--- src/rtl/reset_seq_pkg.sv ---
// Shared definitions for the board reset sequencer.
//   state_e        : sequencer states (3-bit encoding)
//   CAUSE_*        : reset_cause encodings reported to the register file
//   CntWidth       : width of the ce tick counter
package reset_seq_pkg;

  localparam int unsigned CntWidth = 8;

  typedef enum logic [2:0] {
    StAssert   = 3'd0,
    StWaitPg   = 3'd1,
    StPorstRel = 3'd2,
    StRun      = 3'd3,
    StFault    = 3'd4
  } state_e;

  localparam logic [1:0] CAUSE_POR = 2'b00;
  localparam logic [1:0] CAUSE_REQ = 2'b01;
  localparam logic [1:0] CAUSE_WDT = 2'b10;
  localparam logic [1:0] CAUSE_PWR = 2'b11;

endpackage

--- src/rtl/reset_sequencer_if.sv ---
// Signal bundle between the reset sequencer and its surroundings.
//   ce, reset_req, wdt_reset, pwr_good : into the sequencer
//   porst_n, hreset_n                  : active-low SoC resets out of the sequencer
//   reset_cause, busy, fault           : status out of the sequencer
// slave is the sequencer side, master drives the inputs and observes the outputs.
interface reset_sequencer_if;
  logic       ce;
  logic       reset_req;
  logic       wdt_reset;
  logic       pwr_good;
  logic       porst_n;
  logic       hreset_n;
  logic [1:0] reset_cause;
  logic       busy;
  logic       fault;

  modport master (
    output ce, reset_req, wdt_reset, pwr_good,
    input  porst_n, hreset_n, reset_cause, busy, fault
  );

  modport slave (
    input  ce, reset_req, wdt_reset, pwr_good,
    output porst_n, hreset_n, reset_cause, busy, fault
  );
endinterface

--- src/rtl/reset_tick_cnt.sv ---
// ce-gated saturating tick counter with synchronous clear and compare-equal flag.
//   clk, rst_n : clock, synchronous active-low reset
//   ce_i       : timebase tick, counter advances only when high
//   clr_i      : synchronous clear, wins over ce_i
//   cmp_i      : compare value
//   eq_o       : registered count equals cmp_i
module reset_tick_cnt
  import reset_seq_pkg::*;
(
  input  logic                clk,
  input  logic                rst_n,
  input  logic                ce_i,
  input  logic                clr_i,
  input  logic [CntWidth-1:0] cmp_i,
  output logic                eq_o
);

  logic [CntWidth-1:0] cnt_d, cnt_q;

  always_comb begin
    cnt_d = cnt_q;
    if (clr_i) begin
      cnt_d = '0;
    end else if (ce_i && (cnt_q != '1)) begin
      cnt_d = cnt_q + 1'b1;
    end
  end

  always_ff @(posedge clk) begin
    if (!rst_n) begin
      cnt_q <= '0;
    end else begin
      cnt_q <= cnt_d;
    end
  end

  assign eq_o = (cnt_q == cmp_i);

endmodule

--- src/rtl/reset_sequencer.sv ---
// Board reset sequencer: turns a reset request edge, watchdog bite or power-good
// loss into ASSERT -> WAIT_PG -> PORST_REL -> RUN, and records the last cause.
//   clk, rst_n : clock, synchronous active-low reset (restarts as a POR)
//   bus        : reset_sequencer_if slave (inputs ce/reset_req/wdt_reset/pwr_good,
//                outputs porst_n/hreset_n/reset_cause/busy/fault)
module reset_sequencer
  import reset_seq_pkg::*;
#(
  parameter logic [CntWidth-1:0] ASSERT_TICKS       = 8'd10,
  parameter logic [CntWidth-1:0] HRESET_DELAY_TICKS = 8'd5,
  parameter logic [CntWidth-1:0] PG_TIMEOUT_TICKS   = 8'd100
) (
  input logic               clk,
  input logic               rst_n,
  reset_sequencer_if.slave  bus
);

  state_e              state_d, state_q;
  logic [1:0]          cause_d, cause_q;
  logic                req_q;
  logic                req_rise;
  logic                cnt_eq;
  logic [CntWidth-1:0] cnt_cmp;

  // req_q tracks reset_req every cycle so a request held through a sequence
  // cannot fire when RUN is reached.
  assign req_rise = bus.reset_req & ~req_q;

  always_comb begin
    cnt_cmp = '0;
    unique case (state_q)
      StAssert:   cnt_cmp = ASSERT_TICKS;
      StWaitPg:   cnt_cmp = PG_TIMEOUT_TICKS;
      StPorstRel: cnt_cmp = HRESET_DELAY_TICKS;
      default:    cnt_cmp = '0;
    endcase
  end

  always_comb begin
    state_d = state_q;
    cause_d = cause_q;
    unique case (state_q)
      StAssert: begin
        if (cnt_eq) state_d = StWaitPg;
      end
      StWaitPg: begin
        if (bus.pwr_good)  state_d = StPorstRel;
        else if (cnt_eq)   state_d = StFault;
      end
      StPorstRel: begin
        if (!bus.pwr_good) begin
          state_d = StAssert;
          cause_d = CAUSE_PWR;
        end else if (cnt_eq) begin
          state_d = StRun;
        end
      end
      StRun: begin
        if (!bus.pwr_good) begin
          state_d = StAssert;
          cause_d = CAUSE_PWR;
        end else if (bus.wdt_reset) begin
          state_d = StAssert;
          cause_d = CAUSE_WDT;
        end else if (req_rise) begin
          state_d = StAssert;
          cause_d = CAUSE_REQ;
        end
      end
      StFault: begin
        if (req_rise) begin
          state_d = StAssert;
          cause_d = CAUSE_REQ;
        end
      end
      default: state_d = StAssert;
    endcase
  end

  // Clearing on any transition also drops a coincident ce tick.
  reset_tick_cnt u_tick_cnt (
    .clk   (clk),
    .rst_n (rst_n),
    .ce_i  (bus.ce),
    .clr_i (state_d != state_q),
    .cmp_i (cnt_cmp),
    .eq_o  (cnt_eq)
  );

  always_ff @(posedge clk) begin
    if (!rst_n) begin
      state_q <= StAssert;
      cause_q <= CAUSE_POR;
      req_q   <= 1'b1;
    end else begin
      state_q <= state_d;
      cause_q <= cause_d;
      req_q   <= bus.reset_req;
    end
  end

  always_comb begin
    bus.porst_n  = 1'b0;
    bus.hreset_n = 1'b0;
    bus.busy     = 1'b1;
    bus.fault    = 1'b0;
    unique case (state_q)
      StPorstRel: bus.porst_n = 1'b1;
      StRun: begin
        bus.porst_n  = 1'b1;
        bus.hreset_n = 1'b1;
        bus.busy     = 1'b0;
      end
      StFault: bus.fault = 1'b1;
      default: ;
    endcase
  end

  assign bus.reset_cause = cause_q;

endmodule
--- src/flat_wrapper.sv ---
// flat-port wrapper written by rule: the top's interface ports become plain ports
module reset_sequencer_flat import reset_seq_pkg::*;
#(
  parameter logic [CntWidth-1:0] ASSERT_TICKS       = 8'd10,
  parameter logic [CntWidth-1:0] HRESET_DELAY_TICKS = 8'd5,
  parameter logic [CntWidth-1:0] PG_TIMEOUT_TICKS   = 8'd100
)
  (clk, rst_n, bus_ce, bus_reset_req, bus_wdt_reset, bus_pwr_good, bus_porst_n, bus_hreset_n, bus_reset_cause, bus_busy, bus_fault);
  reset_sequencer_if bus_i ();
  input logic clk;
  input logic rst_n;
  input wire logic [$bits(bus_i.ce)-1:0] bus_ce;
  input wire logic [$bits(bus_i.reset_req)-1:0] bus_reset_req;
  input wire logic [$bits(bus_i.wdt_reset)-1:0] bus_wdt_reset;
  input wire logic [$bits(bus_i.pwr_good)-1:0] bus_pwr_good;
  output wire logic [$bits(bus_i.porst_n)-1:0] bus_porst_n;
  output wire logic [$bits(bus_i.hreset_n)-1:0] bus_hreset_n;
  output wire logic [$bits(bus_i.reset_cause)-1:0] bus_reset_cause;
  output wire logic [$bits(bus_i.busy)-1:0] bus_busy;
  output wire logic [$bits(bus_i.fault)-1:0] bus_fault;
  assign bus_i.ce = bus_ce;
  assign bus_i.reset_req = bus_reset_req;
  assign bus_i.wdt_reset = bus_wdt_reset;
  assign bus_i.pwr_good = bus_pwr_good;
  assign bus_porst_n = bus_i.porst_n;
  assign bus_hreset_n = bus_i.hreset_n;
  assign bus_reset_cause = bus_i.reset_cause;
  assign bus_busy = bus_i.busy;
  assign bus_fault = bus_i.fault;
  reset_sequencer #(.ASSERT_TICKS(ASSERT_TICKS), .HRESET_DELAY_TICKS(HRESET_DELAY_TICKS), .PG_TIMEOUT_TICKS(PG_TIMEOUT_TICKS)) u_core (.clk(clk), .rst_n(rst_n), .bus(bus_i));
endmodule
--- config.mk ---
export PLATFORM = sky130hd
export DESIGN_NAME = reset_sequencer_flat
export DESIGN_NICKNAME = d
export VERILOG_FILES = /design/src/rtl/reset_seq_pkg.sv /design/src/rtl/reset_sequencer_if.sv /design/src/rtl/reset_tick_cnt.sv /design/src/rtl/reset_sequencer.sv /design/src/flat_wrapper.sv
export SDC_FILE = /design/constraint.sdc
export NUM_CORES = 1
export LEC_CHECK = 0
export ABC_AREA = 1
export ABC_CLOCK_PERIOD_IN_PS = 2600
export BUFFER_PORTS_ARGS = -buffer_cell sky130_fd_sc_hd__buf_2
export CORE_MARGIN = 10
export CORE_UTILIZATION = 40
export DETAILED_ROUTE_END_ITERATION = 12
export PLACE_DENSITY = 0.66
export SETUP_SLACK_MARGIN = 0.5
export SLEW_MARGIN = 20
export SYNTH_ARGS = -nofsm -noshare
export SYNTH_HDL_FRONTEND = slang
export SYNTH_HIERARCHICAL = 1
export SYNTH_SLANG_ARGS = --single-unit
--- constraint.sdc ---
create_clock -name clk -period 2.6 [get_ports clk]
set_input_delay 0 -clock clk [delete_from_list [all_inputs] [get_ports clk]]
set_output_delay 0 -clock clk [all_outputs]
set_load 0.03 [all_outputs]
Word level (Yosys, flattened, before mapping)

Index checks and enable logic that the tools add are counted.

Bits in registers: 14
Output and inout port bits: 6
Memories kept: 0
Memory bits (read-only): 0
Input port bits: 6
Bits in writable memories: 0
Word-level logic and storage cells: 41
Bits in latches: 0

Divide/modulo/power cells: 0
Multiply operators: 0
Equal/unequal tests: 8
$lt $le $gt $ge: 0
Bitwise operators: 3
Reduce and logical (&&, ||, !) cells: 6
Shift-type cells: 0
$add $sub $neg: 1
Mux-type cells: 19

Operators by type and width:

| operator            | number |
|---|---|
| $mux 3              | 8 |
| $pmux 7 s3          | 1 |
| $pmux 3 s5          | 1 |
| $add 8x1->8 const B | 1 |
| $eq 8x8->1          | 1 |
| $mux 2              | 4 |
| $ne 8x8->1 const B  | 1 |
| $eq 3x2->1 const B  | 2 |
| $pmux 2 s3          | 1 |
| $mux 1              | 4 |
| $reduce_or 2->1     | 2 |
| $eq 3x1->1 const B  | 1 |
| $eq 3x3->1 const B  | 1 |
| $logic_not 3->1     | 1 |
| $ne 3x3->1          | 1 |
| $reduce_bool 3->1   | 1 |
| $ne 2x2->1 const B  | 1 |
| $not 1->1           | 2 |
| $reduce_and 2->1    | 1 |
| $and 1x1->1         | 1 |
| $logic_and 1x1->1   | 1 |

Logic depth before layout (Yosys ltp)

Depth in word-level cells: 8
Gate-level depth with buffers: 15
Gate-level depth less buffers: 15

Modules after synthesis

Netlist, hierarchy kept.

By module, submodules not included:

| module          | times used | area an instance (um^2) | cells each | sequential area each (um^2) |
|---|---|---|---|---|
| reset_tick_cnt  | 1          | 579.3                   | 87         | 160.2 |
| reset_sequencer | 1          | 420.4                   | 66         | 120.1 |

Worst setup path after synthesis

No wires, ideal clock.

Path kind: register to register
From: register u_core.state_q[1]
To: register u_core.u_tick_cnt.cnt_q[5]
Library setup time: 0.070 ns
Arrival: 1.868 ns
Cell stages (with the launch flop): 16
Period minus slack after synthesis: 1.938 ns
Slack: 0.662 ns
Path buffers: 0
Required time: 2.530 ns
Path through: dfxtp_1 -> nor2_1 -> nand2_1 -> inv_1 -> xor2_1 -> nor2_1 -> nand2_1 -> nor2_1 -> nor3_1 -> nand2_1 -> nand2_1 -> o21a_1 -> nand2_1 -> nor2_1 -> nand2_1 -> a21oi_1

Cells in the longest elaborated chain, start to end: 8
Elaborated cells between the ends (all ways): 18
Classes of those cells: eq/ne: 6; mux: 10; reduce/logical: 2

Ends and longest elaborated chain:

| element                                  | line                                         | RTL |
|---|---|---|
| start: declaration                       | reset_sequencer.sv:18                        | `state_e state_d, state_q;` |
| start signal: assignment                 | reset_sequencer.sv:92                        | `state_q <= StAssert;` |
| start signal: assignment                 | reset_sequencer.sv:96                        | `state_q <= state_d;` |
| $eq 3x2->1, or another cell as far along | reset_sequencer.sv:31                        | `unique case (state_q)` |
| $pmux 7 s3 (*)                           | reset_sequencer.sv:31                        |  |
| via u_core.cnt_cmp[1]                    | reset_sequencer.sv:23                        | `logic [CntWidth-1:0] cnt_cmp;` |
| $eq 8x8->1 (*)                           | reset_tick_cnt.sv:37                         | `assign eq_o = (cnt_q == cmp_i);` |
| via u_core.cnt_eq                        | reset_sequencer.sv:22                        | `logic cnt_eq;` |
| $mux 3, on equally long branches         | reset_sequencer.sv:54, reset_sequencer.sv:48 |  |
| $mux 3, on equally long branches         | reset_sequencer.sv:51, reset_sequencer.sv:47 |  |
| $pmux 3 s5 (*)                           | reset_sequencer.sv:42                        | `unique case (state_q)` |
| $ne 3x3->1 (*)                           | reset_sequencer.sv:85                        | `.clr_i (state_d != state_q),` |
| $reduce_or 2->1 (no line) (*)            | n/a                                          |  |
| end signal: assignment                   | reset_tick_cnt.sv:33                         | `cnt_q <= cnt_d;` |
| end: declaration                         | reset_tick_cnt.sv:18                         | `logic [CntWidth-1:0] cnt_d, cnt_q;` |

Mark *: on every way through the listed nets, which the timed path passes. The rest lies on a longest branch.
A chain may end at the register's enable or synchronous reset.

Worst setup path after layout

From: register u_core.state_q[2]
To: register u_core.u_tick_cnt.cnt_q[5]

Same word-level chain as after synthesis.

==> out/summary.log <==
qor: run_status.outcome completed
qor: die.initial_core_util 41.1%
qor: synth.syn_area_cell 6.53 um^2
qor: routing.total_wire_length_after_detailed_routing 2.33 mm
qor: synth.mappedNetlistArea 1000 um^2
qor: setup_path.cp-start-kind flip-flop
qor: finish.final_util 50.2%
qor: die.placeableCoreArea 0.00243 mm^2
qor: synth.main_area_contributors_after_synthesis dfxtp_1 (28%), nand2_1 (11%), nor2_1 (9.0%), inv_1 (8.6%), xor2_1 (7.0%)
qor: place.io_buffer_count 11
qor: clock_network.cts_tree built
qor: clock_network.clock_tree.htree_level_count 1
qor: sta.fin_tns_setup 0 ns
qor: setup_path.max_stage_delay 0.38 ns
qor: run.drv.max_cap_violation_count 0
qor: power_and_ir_drop.design_power_total 0.000420 W
qor: synth.yosysTopAreaCellShare 28.0%
qor: die.ioPinCount 12
qor: finish.mostFrequentLayoutCells nand2_1 (28), nor2_1 (22), inv_1 (20), buf_2 (11), dfxtp_1 (11)
qor: routing.ant_nets 0
qor: setup_path.path_max_fanout 8
qor: sta.final_hold_viol_count 0
qor: finish.layout_commonest_cell nand2_1
qor: place.place_area 0.00109 mm^2
qor: routing.drt-initial-drc-count 65
qor: clock_network.numCtsBuffers 3
qor: global_routing.vias_in_the_first_global_route 951
qor: sta.post-route-worst-setup-slack 0.671 ns
qor: finish.area_used_by_multi_input_combinational_logic 649 um^2
qor: sta.rsz_0062_raised_after_global_routing false
qor: finish.layout.filler_cells 252
qor: sta.post-route-period-util 74.2%
qor: power_and_ir_drop.ir_drop 0.000369 V
qor: clock_network.clockRootBuffer clkbuf_4
qor: synth.synth_largest_area_cell dfxtp_1
qor: sta.fin_skew 0.00442 ns
qor: setup_path.worst_ep_required 2.83 ns
qor: worst_hold_path.hold_crit_class in -> reg
qor: global_routing.grt_pass1_wl 3.91 mm
qor: die.floorplan.die.width 70.0 um
qor: sta.fmax 0.518 GHz
qor: finish.drive_above_1_share 27.7%
qor: routing.num_vias 995
qor: setup_path.cpMaxStageDelayCell dfxtp_4
qor: setup_path.worst_setup_end_kind flip-flop
qor: place.detailedPlacementHpwl 1.63 mm
qor: place.place_worst_setup_slack 0.328 ns
qor: sta.fin_crit 1.93 ns
qor: routing.drt-wirelength-per-cell 11.5 um
qor: synth.synthCells 153
qor: global_routing.grt_start_max_net_pins 11
qor: place.place_congestion 0.820
qor: global_routing.grt_util_all_layers 9.24%
qor: synth.post_synth_num_cell_types 29
qor: setup_path.path_common_cell nand2_1
qor: clock_network.ctsLongestPathBuffers 2
qor: setup_path.path_cells inv_6, nand3_2, inv_2, xor2_1, nor2_1, nand2_1, nor2_1, nor3_1, nand2_1, nand2_1, o21a_1, nand2_1, nor2_4, nand2_1, a21oi_2
qor: die.rows 18
qor: setup_path.setup.worst_path.class reg -> reg
qor: synth.synth_seq_area_share 28.0%
qor: finish.seqCellArea 292 um^2
qor: finish.area.growth.synth_to_final 22.0%
qor: global_routing.overflow 0
qor: power_and_ir_drop.p_leak 0.672 nW
qor: synth.ys_ff_latch 14
qor: routing.drc 0
qor: setup_path.arrival 2.16 ns
qor: die.die_area 0.00490 mm^2
qor: routing.detail_route.first_pass.iterations 6
qor: routing.vias_per_cell 4.90
qor: clock_network.clkSinkCount 14
qor: finish.diodes 0
qor: sta.finalMaxSlewViolations 0
qor: finish.final_cell_area 0.00122 mm^2
qor: die.dieHeight 70.0 um
qor: global_routing.grt_antenna_before_repair 0
qor: clock_network.clk_pin_slew_worst_paths 0.09 ns
qor: clock_network.insertion_delay 0.28 ns
qor: power_and_ir_drop.power_density 344 mW/mm^2
qor: synth.ys.warnings.count 6
qor: sta.finalSetupViolCount 0
qor: finish.design.final.nets 181
## state kept, by name (all words and copies together), names as in the netlist
name / flops
u_core/req_q: 1
u_core/state_q: 3
u_core/bus.reset_cause: 2
u_core/u_tick_cnt/cnt_q: 8
## cells by family after synthesis
kind of cell	after synthesis	share of synthesized area [%]
compound gates	19	11.3
flops	14	28.0
buf+inv	27	10.3
simple gates	83	41.8
xor+xnor	8	7.01
fa+ha+maj	1	1.25
other cells	1	0.375
## synthesized netlist by cell type (all sizes together)
cell type / count
a211oi: 1
nor2: 30
o211ai: 1
o21a: 1
o21ai: 5
a31oi: 2
conb: 1
nor3: 1
clkinv: 1
nand3: 13
nand2: 35
or2: 1
xor2: 8
ha: 1
buf: 1
dfxtp: 14
inv: 25
a32oi: 1
nand4: 3
a21oi: 8
## path summary, 6_finish.rpt
path,startpoint,endpoint,slack (ns),cells past startpoint
min reg2reg,u_core/bus.reset_cause[0]$_SDFFE_PN0P_,u_core/bus.reset_cause[0]$_SDFFE_PN0P_,0.53,2
max reg2reg,u_core/state_q[2]$_SDFF_PN0_,u_core/u_tick_cnt/cnt_q[5]$_SDFFE_PP0P_,0.67,15
min,bus_pwr_good,u_core/state_q[1]$_SDFF_PN0_,0.05,3
max,u_core/state_q[2]$_SDFF_PN0_,u_core/u_tick_cnt/cnt_q[5]$_SDFFE_PP0P_,0.67,15
## power breakdown
| group | internal (W) | leakage [nW] | switching (W) |
|---|---|---|---|
| registers | 0.000215 | 0.116 | 0.00000464 |
| logic | 0.0000158 | 0.535 | 0.0000225 |
| clock network | 0.0000852 | 0.0210 | 0.0000765 |
## worst max-delay path, delay by kind of cell (launching register included)
kind                   cells  cell delay, ns
AND/OR/NAND/NOR           10            0.94
flip-flops                 1            0.38
AO/OA/AOI/OAI              2            0.20
buffers and inverters      2            0.20
XOR/XNOR                   1            0.15
## metrics by stage
stage	hold WS, ns	cells
6_report	0.0513	203
5_1_grt	0.0562	203
4_1_cts	0.0542	200
2_1_floorplan	0.107	154
3_5_place_dp	0.209	194
3_3_place_gp	0.202	194
## routing by layer
metal,vias to the layer above,share of wire (%),GRT usage [%]
met2,26,49,15.6
met3,6,4.4,3.81
met4,0,2.1,2.63
met5,-,0,0
li1,521,-,-
met1,442,45,10.3
## what timing repair did
item                       CTS  global route
pin swaps                    0             3
resized for setup            2            18
hold buffers                 2             0
hold endpoints to repair     3             0
cloned                       0             0
setup endpoints to repair    8             8
buffers inserted             0             3
## cell type report
cell class / instances / area share (%)
sequential: 14 / 23.9
timing repair buffer: 16 / 8.00
inverter: 26 / 8.82
tap: 30 / 3.08
clock buffer: 4 / 2.97
multi-input combinational: 113 / 53.2
Note: power is estimated with default switching activity, not from simulation.
